### src/rtl/seq_det_pkg.sv
// Shared definitions for the serial pattern detector family.
// Holds the controller state encoding, default widths and the byte width.
package seq_det_pkg;

    localparam int unsigned PAT_W_DEF = 4;
    localparam int unsigned CNT_W_DEF = 16;
    localparam int unsigned BYTE_W    = 8;
    localparam int unsigned IDX_W     = 3;

    typedef enum logic {
        ST_IDLE  = 1'b0,
        ST_SHIFT = 1'b1
    } ctrl_state_e;

endpackage

### src/rtl/seq_match_core.sv
// Serial pattern matcher core: PAT_W-bit history plus fill count, with a
// combinational match flag for the bit currently being shifted in.
// Ports:
//   clk, rst  - clock, asynchronous active-low reset
//   bit_in    - serial bit presented this cycle
//   bit_vld   - bit_in is valid and is shifted in at the next edge
//   pattern   - pattern to match, first-received bit in the MSB
//   overlap   - 1 keeps history after a match, 0 restarts the fill count
//   clr       - synchronous clear of history and fill; suppresses match
//   match     - combinational: this bit completes the pattern
module seq_match_core
    import seq_det_pkg::*;
#(
    parameter int unsigned PAT_W = PAT_W_DEF
) (
    input  logic             clk,
    input  logic             rst,
    input  logic             bit_in,
    input  logic             bit_vld,
    input  logic [PAT_W-1:0] pattern,
    input  logic             overlap,
    input  logic             clr,
    output logic             match
);

    localparam int unsigned FILL_W = $clog2(PAT_W + 1);

    logic [PAT_W-1:0]  hist_q, hist_d, hist_shift;
    logic [FILL_W-1:0] fill_q, fill_d, fill_inc;

    // Compare happens on the history as it will look after this bit.
    always_comb begin
        hist_shift = {hist_q[PAT_W-2:0], bit_in};
        fill_inc   = (fill_q == FILL_W'(PAT_W)) ? fill_q : fill_q + FILL_W'(1);
        match      = bit_vld && !clr &&
                     (fill_inc == FILL_W'(PAT_W)) && (hist_shift == pattern);

        hist_d = hist_q;
        fill_d = fill_q;
        if (clr) begin
            hist_d = '0;
            fill_d = '0;
        end else if (bit_vld) begin
            hist_d = hist_shift;
            // Non-overlap: the matched bits cannot start the next match.
            fill_d = (match && !overlap) ? '0 : fill_inc;
        end
    end

    always_ff @(posedge clk or negedge rst) begin
        if (!rst) begin
            hist_q <= '0;
            fill_q <= '0;
        end else begin
            hist_q <= hist_d;
            fill_q <= fill_d;
        end
    end

endmodule

### src/rtl/seq_det_ctrl.sv
// Byte-stream controller for the serial pattern matcher. Accepts bytes on a
// valid/ready handshake, shifts them MSB-first into seq_match_core one bit
// per cycle, counts detections (saturating) and raises a sticky irq when
// the count reaches the programmed threshold.
// Ports:
//   clk, rst     - clock, asynchronous active-low reset
//   cfg_pattern  - pattern (first-received bit is MSB), sampled per byte
//   cfg_overlap  - overlapping detection enable, sampled per byte
//   cfg_thresh   - irq threshold, 0 disables
//   clr          - sync clear of counter, irq, history; aborts current byte
//   in_valid/in_data/in_ready - byte input handshake
//   det          - one-cycle detection pulse
//   match_cnt    - saturating detection count
//   irq          - sticky threshold-reached flag
//   busy         - a byte is being shifted
module seq_det_ctrl
    import seq_det_pkg::*;
#(
    parameter int unsigned PAT_W = PAT_W_DEF,
    parameter int unsigned CNT_W = CNT_W_DEF
) (
    input  logic              clk,
    input  logic              rst,
    input  logic [PAT_W-1:0]  cfg_pattern,
    input  logic              cfg_overlap,
    input  logic [CNT_W-1:0]  cfg_thresh,
    input  logic              clr,
    input  logic              in_valid,
    input  logic [BYTE_W-1:0] in_data,
    output logic              in_ready,
    output logic              det,
    output logic [CNT_W-1:0]  match_cnt,
    output logic              irq,
    output logic              busy
);

    localparam logic [CNT_W-1:0] CNT_MAX = {CNT_W{1'b1}};

    ctrl_state_e       state_q, state_d;
    logic [IDX_W-1:0]  idx_q, idx_d;
    logic [BYTE_W-1:0] byte_q, byte_d;
    logic [PAT_W-1:0]  pat_q, pat_d;
    logic              ovl_q, ovl_d;
    logic              in_ready_q, in_ready_d;
    logic              busy_q, busy_d;
    logic              det_q, det_d;
    logic [CNT_W-1:0]  cnt_q, cnt_d;
    logic              irq_q, irq_d;

    logic              accept;
    logic              core_bit;
    logic              core_vld;
    logic              core_match;

    assign core_bit = byte_q[idx_q];
    assign core_vld = (state_q == ST_SHIFT);

    seq_match_core #(
        .PAT_W (PAT_W)
    ) u_core (
        .clk     (clk),
        .rst     (rst),
        .bit_in  (core_bit),
        .bit_vld (core_vld),
        .pattern (pat_q),
        .overlap (ovl_q),
        .clr     (clr),
        .match   (core_match)
    );

    // Next-state, byte latch and registered handshake/status outputs.
    always_comb begin
        state_d    = state_q;
        idx_d      = idx_q;
        byte_d     = byte_q;
        pat_d      = pat_q;
        ovl_d      = ovl_q;
        accept     = in_valid && in_ready_q && !clr;

        if (clr) begin
            state_d = ST_IDLE;
        end else begin
            case (state_q)
                ST_IDLE: begin
                    if (accept) begin
                        state_d = ST_SHIFT;
                    end
                end
                ST_SHIFT: begin
                    if (idx_q == '0) begin
                        // Last bit: chain straight into the next byte if offered.
                        if (!accept) begin
                            state_d = ST_IDLE;
                        end
                    end else begin
                        idx_d = idx_q - IDX_W'(1);
                    end
                end
                default: state_d = ST_IDLE;
            endcase
        end

        // Configuration is captured only together with a new byte.
        if (accept) begin
            byte_d = in_data;
            pat_d  = cfg_pattern;
            ovl_d  = cfg_overlap;
            idx_d  = IDX_W'(BYTE_W - 1);
        end

        in_ready_d = (state_d == ST_IDLE) || (idx_d == '0);
        busy_d     = (state_d == ST_SHIFT);
    end

    // Detection pulse, saturating counter and sticky irq.
    always_comb begin
        det_d = core_match;
        cnt_d = cnt_q;
        irq_d = irq_q;
        if (clr) begin
            cnt_d = '0;
            irq_d = 1'b0;
        end else begin
            if (core_match && (cnt_q != CNT_MAX)) begin
                cnt_d = cnt_q + CNT_W'(1);
            end
            // Compare against the post-update count so irq rises with det;
            // >= also catches a threshold lowered below the current count.
            if ((cfg_thresh != '0) && (cnt_d >= cfg_thresh)) begin
                irq_d = 1'b1;
            end
        end
    end

    always_ff @(posedge clk or negedge rst) begin
        if (!rst) begin
            state_q    <= ST_IDLE;
            idx_q      <= '0;
            byte_q     <= '0;
            pat_q      <= '0;
            ovl_q      <= 1'b0;
            in_ready_q <= 1'b1;
            busy_q     <= 1'b0;
            det_q      <= 1'b0;
            cnt_q      <= '0;
            irq_q      <= 1'b0;
        end else begin
            state_q    <= state_d;
            idx_q      <= idx_d;
            byte_q     <= byte_d;
            pat_q      <= pat_d;
            ovl_q      <= ovl_d;
            in_ready_q <= in_ready_d;
            busy_q     <= busy_d;
            det_q      <= det_d;
            cnt_q      <= cnt_d;
            irq_q      <= irq_d;
        end
    end

    assign in_ready  = in_ready_q;
    assign busy      = busy_q;
    assign det       = det_q;
    assign match_cnt = cnt_q;
    assign irq       = irq_q;

endmodule

### config.mk
export PLATFORM = sky130hd
export DESIGN_NAME = seq_det_ctrl
export DESIGN_NICKNAME = d
export VERILOG_FILES = /design/src/rtl/seq_det_pkg.sv /design/src/rtl/seq_match_core.sv /design/src/rtl/seq_det_ctrl.sv
export SDC_FILE = /design/constraint.sdc
export NUM_CORES = 1
export LEC_CHECK = 0
export CAP_MARGIN = 20
export CORE_MARGIN = 5
export CORE_UTILIZATION = 52
export DETAILED_ROUTE_END_ITERATION = 10
export PLACE_DENSITY = 0.8
export RECOVER_POWER = 25
export SLEW_MARGIN = 30
export SYNTH_ARGS = -nofsm -noshare
export SYNTH_HDL_FRONTEND = slang
export SYNTH_HIERARCHICAL = 1
export SYNTH_SLANG_ARGS = --single-unit
### constraint.sdc
create_clock -name clk -period 5.9 [get_ports clk]
set_input_delay 1.18 -clock clk [delete_from_list [all_inputs] [get_ports clk]]
set_output_delay 1.18 -clock clk [all_outputs]
set_load 0.1 [all_outputs]
==> results of run 1 <==
cells in the final DEF (no fill, tap or decap), drive strengths merged, types with 6 or more instances in the layout:
cell type / Yosys / final
mux2: 19 / 19
ha: 21 / 21
clkdlybuf4s50: 0 / 51
dfrtp: 41 / 41
inv: 23 / 23
nor2: 17 / 17
clkbuf: 3 / 7
xnor2: 7 / 7
nand2: 18 / 18
nor2b: 10 / 10
nor3: 6 / 6
a21oi: 12 / 12
o21ai: 10 / 10
nand3: 8 / 8
nand4: 9 / 9
sequential cells by signal (all words and copies together) (netlist names), 3 cells and up:
signal	count
byte_q	8
u_core/hist_q	3
idx_q	3
u_core/fill_q	3
match_cnt	16
pat_q	4
power breakdown:
group | total (mW) | switching (mW) | internal, mW
sequential | 0.347 | 0.0266 | 0.321
clock | 0.229 | 0.102 | 0.126
combinational | 0.158 | 0.0735 | 0.0844
layer usage:
| metal | wire length, µm | global-route usage |
|---|---|---|
| met5 | 0 | 0 |
| met4 | 64 | 0.04485 |
| met3 | 259 | 0.03728 |
| met2 | 2830 | 0.2980 |
| met1 | 2703 | 0.2631 |
final cells by class:
cell class,count,area share
Multi-Input combinational cell,193,0.4459
Sequential cell,42,0.3138
Timing Repair Buffer,53,0.1556
Tap cell,70,0.02612
Inverter,23,0.02575
Clock buffer,6,0.02164
Clock inverter,2,0.01119
worst max-delay path, stage by stage (launching register included):
cell and delay, ns:
dfrtp_1 0.42, mux4_2 0.51, mux2_2 0.30, xnor2_1 0.16, nand3_1 0.11, or4_1 0.40
nor2_1 0.33, nand4_1 0.26, nor4_2 0.37, nand4_1 0.21, xnor2_1 0.17, ha_1 0.30
nand4_1 0.16, or4_1 0.54, o32a_1 0.29, a211oi_1 0.22
worst paths after layout:
check                          start            to
max                         idx_q[0]           irq
min                        byte_q[2]     byte_q[2]
max reg2reg                 idx_q[0]           irq
min reg2reg                byte_q[2]     byte_q[2]
max in group asynchronous        rst  match_cnt[4]
min in group asynchronous        rst      pat_q[1]
stage by stage:
step             util  area, µm²  worst slack [ns]  cells  hold WS, ns
6_report       0.6650       3353             1.056    389       0.5091
5_1_grt        0.6650       3353            0.7046    389       0.5270
4_1_cts        0.6653       3354             1.042    389       0.5128
3_5_place_dp   0.6434       3244             1.082    381       0.4940
3_3_place_gp   0.6434       3244             1.241    381       0.4889
2_1_floorplan       -       2666             1.378    264       0.4731
logic make-up after synthesis:
group           after synthesis  synth area share
simple gates                 96            0.2079
fa+ha+maj                    21           0.09854
flops                        42            0.3947
mux                          26            0.1173
compound gates               38           0.09761
xor+xnor                     12           0.03942
buf+inv                      29           0.04458
==> run_results.csv, run 1 <==
group,metric,value,unit
status,outcome,"finished, violations left",
status,violations,"max-capacitance violations, max-slew violations",
detailed_routing,ant_nets,0,
power_and_ir_drop,ir_worst_vdd,0.1591,mV
run,maxCapViolations,1,
power_and_ir_drop,powerDensity,218.9,nW/µm²
sta,max_freq,206.4,MHz
logic_synthesis,ys_warn_count,6,
critical_path,crit_arrival,5.06,ns
logic_synthesis,synth_top_area_frac,0.3848,
sta,clock_skew,0.01119,ns
power_and_ir_drop,fin_total_pwr,734.0,µW
logic_synthesis,yosysSeqAreaShare,0.3947,
cts,root_buffer,"clkbuf_8",
logic_synthesis,synthFlopType,"dfrtp_1",
detailed_routing,drc,0,
logic_synthesis,synth_edf_count,0,
detailed_routing,viasPerCell,5.491,
logic_synthesis,synth_fp_nets,318,
logic_synthesis,synthTopCellsByCount,"41 x dfrtp_1, 22 x inv_1, 21 x ha_1, 18 x mux2_2",
logic_synthesis,synth_top_area_cell,"dfrtp_1",
detailed_routing,wire_per_inst,15.06,µm
sta,setup_tns,0,ns
global_route,grtUsageTotal,0.1871,
critical_path,r2r_setup_slack,1.06,ns
global_route,grt_max_degree,43,
critical_path,worstSetupStartpointType,"flip-flop",
placed_design,gp_congestion,0.8570,
cts,numCtsBuffers,5,
min_path,hold_path_class,"flip-flop to flip-flop",
die,fp.dieArea,6659,µm²
global_route,grt_pass1_wl,9584,µm
cells_and_area,final-seq-area,1052,µm²
cells_and_area,antennaDiodeCount,0,
cells_and_area,multi_input_area,1495,µm²
global_route,grt_pass1_vias,1965,
cells_and_area,area_growth_syn_to_layout,25.76,%
sta,fin_crit,4.844,ns
cts,clock_latency,0.30,ns
logic_synthesis,synth_cells,264,
critical_path,cp-end-kind,"flip-flop",
cts,ctsResizeCount,0,
critical_path,path_max_fanout,4,
logic_synthesis,synth.most_common_cell,"dfrtp_1",
cts,clkTransAtPathRegs,0.09,ns
logic_synthesis,syn-cell-area,2666,µm²
cts,cts_sinks,42,
cells_and_area,fillers,408,
cts,cts_max_level,2,
die,core.rowCount,26,
critical_path,criticalPathCategory,"flip-flop to flip-flop",
cts,cts_setup_buffers,0,
cts,cts_tree,"done",
logic_synthesis,ys_ff_latch,42,
sta,rsz0062_at_grt,"false",
cells_and_area,drive_gt1_frac,0.1254,
global_route,antenna_found_initial,0,
cells_and_area,final_nets,372,
sta,setup_viol,0,
logic_synthesis,synth_area_leaders,"dfrtp_1 38%, ha_1 9.9%, mux2_2 7.6%",
detailed_routing,first_pass_iters,4,
placed_design,portBuffers,52,
cts,ctsLongestPathBuffers,2,
die,coreArea,5042,µm²
sta,slew_headroom,-0.4716,
sta,timing.final.hold_violations,0,
detailed_routing,drt_iter0_markers,113,
logic_synthesis,synth_async_sr_flop_share,1.000,
sta,max_slew.worst_pin.slew,2.207,ns
critical_path,reg2regPathDepth,15,
die,initial_utilization,0.5288,
logic_synthesis,syn_avg_cell_area,10.10,µm²
min_path,hold_depth,1,
detailed_routing,routed_wl,5858,µm
detailed_routing,num_vias,2136,
critical_path,worstPathRequired,6.11,ns
global_route,overflow,0,
die,io-pin-count,53,
sta,drv_slew,43,
die,die_w,81.61,µm
logic_synthesis,synth.distinct_cells,48,
die,die_y,81.61,µm
placed_design,hpwlAfterDp,4522,µm
power_and_ir_drop,leakagePower,1.486,nW
cts,postCtsHoldBufs,0,
sta,period_share,0.8210,
(Power assumes the default switching activity.)
==> inputs of run 2 (changes only) <==
Clock period 5.9 ns to 4.8 ns, I/O delays scaled along.
==> run 2 against run 1 <==
Against the previous run: the flow still finishes with violations (max-capacitance violations, max-slew violations); core utilization increased by 1.3 points; first-iteration DRC count shrank 27%; worst hold slack gained 0.0054 ns; fmax grew 7.9%; cell count rose by 1.0%; non-clock buffer count rose by 4; largest cell class unchanged.
==> run_results.csv, run 2 (synthesized netlist as in run 1, its figures left out) <==
group,metric,value,unit
detailed_routing,first_pass_iters,4,
cells_and_area,final_nets,376,
die,io-pin-count,53,
critical_path,crit_arrival,4.69,ns
sta,clock_skew,0.007728,ns
critical_path,cp-end-kind,"flip-flop",
sta,rsz0062_at_grt,"false",
sta,slew_headroom,-0.4866,
cells_and_area,final_cell_area,3417,µm²
cts,postCtsHoldBufs,0,
placed_design,portBuffers,52,
global_route,overflow,0,
cts,cts_max_level,2,
status,violations,"max-capacitance violations, max-slew violations",
cells_and_area,fillers,395,
sta,fin_crit,4.488,ns
critical_path,slowest_stage,"or4_1",
sta,setup_tns,0,ns
min_path,hold_path_class,"flip-flop to flip-flop",
critical_path,path_buf_inv,1,
cts,clock_latency,0.29,ns
critical_path,critical-path-top-delay-family,"simple AND/OR/NAND/NOR gates",
detailed_routing,wire_per_inst,15.25,µm
detailed_routing,routed_wl,5994,µm
critical_path,worstSetupStartpointType,"flip-flop",
power_and_ir_drop,fin_total_pwr,902.0,µW
cts,cts_sinks,42,
global_route,grtUsageTotal,0.1885,
placed_design,gp_congestion,0.8283,
power_and_ir_drop,ir_worst_vdd,0.1775,mV
die,die_w,81.61,µm
cts,clkTransAtPathRegs,0.08,ns
cells_and_area,antennaDiodeCount,0,
detailed_routing,drt_iter0_markers,83,
detailed_routing,drc,0,
status,outcome,"finished, violations left",
power_and_ir_drop,powerDensity,264.0,nW/µm²
global_route,antenna_found_initial,0,
detailed_routing,viasPerCell,5.613,
placed_design,hpwlAfterDp,4497,µm
sta,drv_slew,43,
power_and_ir_drop,leakagePower,1.538,nW
cts,ctsLongestPathBuffers,2,
cells_and_area,final_cell_mix,"51 x clkdlybuf4s50_1, 40 x dfrtp_1, 22 x inv_1",
cts,numCtsBuffers,5,
placed_design,dp.cells,382,
sta,hold_slack,0.5145,ns
run,maxCapViolations,1,
critical_path,path_max_fanout,4,
placed_design,postPlaceCellArea,3252,µm²
die,initial_utilization,0.5288,
sta,max_freq,222.8,MHz
cells_and_area,multi_input_area,1528,µm²
sta,timing.final.hold_violations,0,
cells_and_area,finalNonFillerCells,393,
detailed_routing,num_vias,2206,
die,fp.dieArea,6659,µm²
critical_path,cp_slowest_stage_delay,0.55,ns
global_route,grt_pass1_wl,9804,µm
sta,max_slew.worst_pin.slew,2.230,ns
die,coreArea,5042,µm²
global_route,grt_pass1_vias,2132,
sta,setup_viol,0,
cells_and_area,final_common_cell,"clkdlybuf4s50_1",
cts,root_buffer,"clkbuf_8",
cells_and_area,drive_gt1_frac,0.1424,
critical_path,crit_chain,"mux4_2 > mux2_2 > xnor2_1 > nand3_1 > or4_1 > nor2_1 > nand4_1 > buf_4 > nor3_4 > and3_1 > nor2_1 > ha_1 > nand4_1 > or4_1 > o32a_1 > a211oi_1",
sta,period_share,0.9349,
cells_and_area,area_growth_syn_to_layout,28.16,%
critical_path,worstPathRequired,5.01,ns
global_route,grt_max_degree,43,
critical_path,r2r_setup_slack,0.31,ns
die,core.rowCount,26,
detailed_routing,ant_nets,0,
cells_and_area,largest_register_ff_count,16,
die,die_y,81.61,µm
cts,cts_tree,"done",
critical_path,criticalPathCategory,"flip-flop to flip-flop",
cells_and_area,final-seq-area,1054,µm²
==> run 2: path summary, 6_finish.rpt <==
kind | from | to | cells after the start
min in group asynchronous | rst | pat_q[2] | 1
max reg2reg | idx_q[0] | irq | 16
max | idx_q[0] | irq | 16
min reg2reg | byte_q[3] | byte_q[3] | 1
max in group asynchronous | rst | idx_q[0] | 1
min | byte_q[3] | byte_q[3] | 1
==> run 2: power by group <==
group	internal [mW]	total (mW)	switching [mW]
Combinational	0.106	0.196	0.0900
Sequential	0.395	0.428	0.0328
Clock	0.155	0.278	0.123
Total	0.656	0.902	0.246
==> run 2: what timing repair did <==
item | CTS | global route
setup buffers | 0 | 3
endpoints found under the hold margin | 0 | 0
endpoints found under the setup margin | 0 | 1
gates resized for setup | 0 | 5
==> run 2: through the flow <==
step,setup WS (ns),util
after detailed placement,0.1556,0.6449
final,0.3123,0.6777
after global routing,0.005671,0.6777
after CTS,0.1321,0.6667
after global placement,0.3137,0.6449
after floorplan,0.2776,-
==> run 2: cell type report <==
type                    count  share of cell area
clock inverters             2             0.01098
multi-input cells         193              0.4471
clock buffers               6             0.02124
repair buffers             57              0.1615
well taps                  70             0.02563
inverters                  23             0.02527
flip-flops and latches     42              0.3083
==> run 2: worst register-to-register path, stage by stage (launching register included) <==
cell and delay (ns):
dfrtp_2 0.41, mux4_2 0.50, mux2_2 0.30, xnor2_1 0.15, nand3_1 0.11, or4_1 0.41, nor2_1 0.16, nand4_1 0.23
buf_4 0.22, nor3_4 0.17, and3_1 0.21, nor2_1 0.05, ha_1 0.29, nand4_1 0.14, or4_1 0.55, o32a_1 0.29
a211oi_1 0.22
==> run 2: layer usage <==
layer	global-route usage	vias to the layer above	wire, µm
met3	0.03070	8	263
met2	0.3111	61	2999
met5	0	-	0
met1	0.2566	1064	2652
met4	0.05316	0	79
li1	-	1073	-
==> inputs of run 3 (changes only) <==
Settings changed: CAP_MARGIN 20 to 0, CTS_CLUSTER_SIZE set to 16.
==> results of run 3 <==
No change in the layout: final DEF, timing and power equal those of run 2.
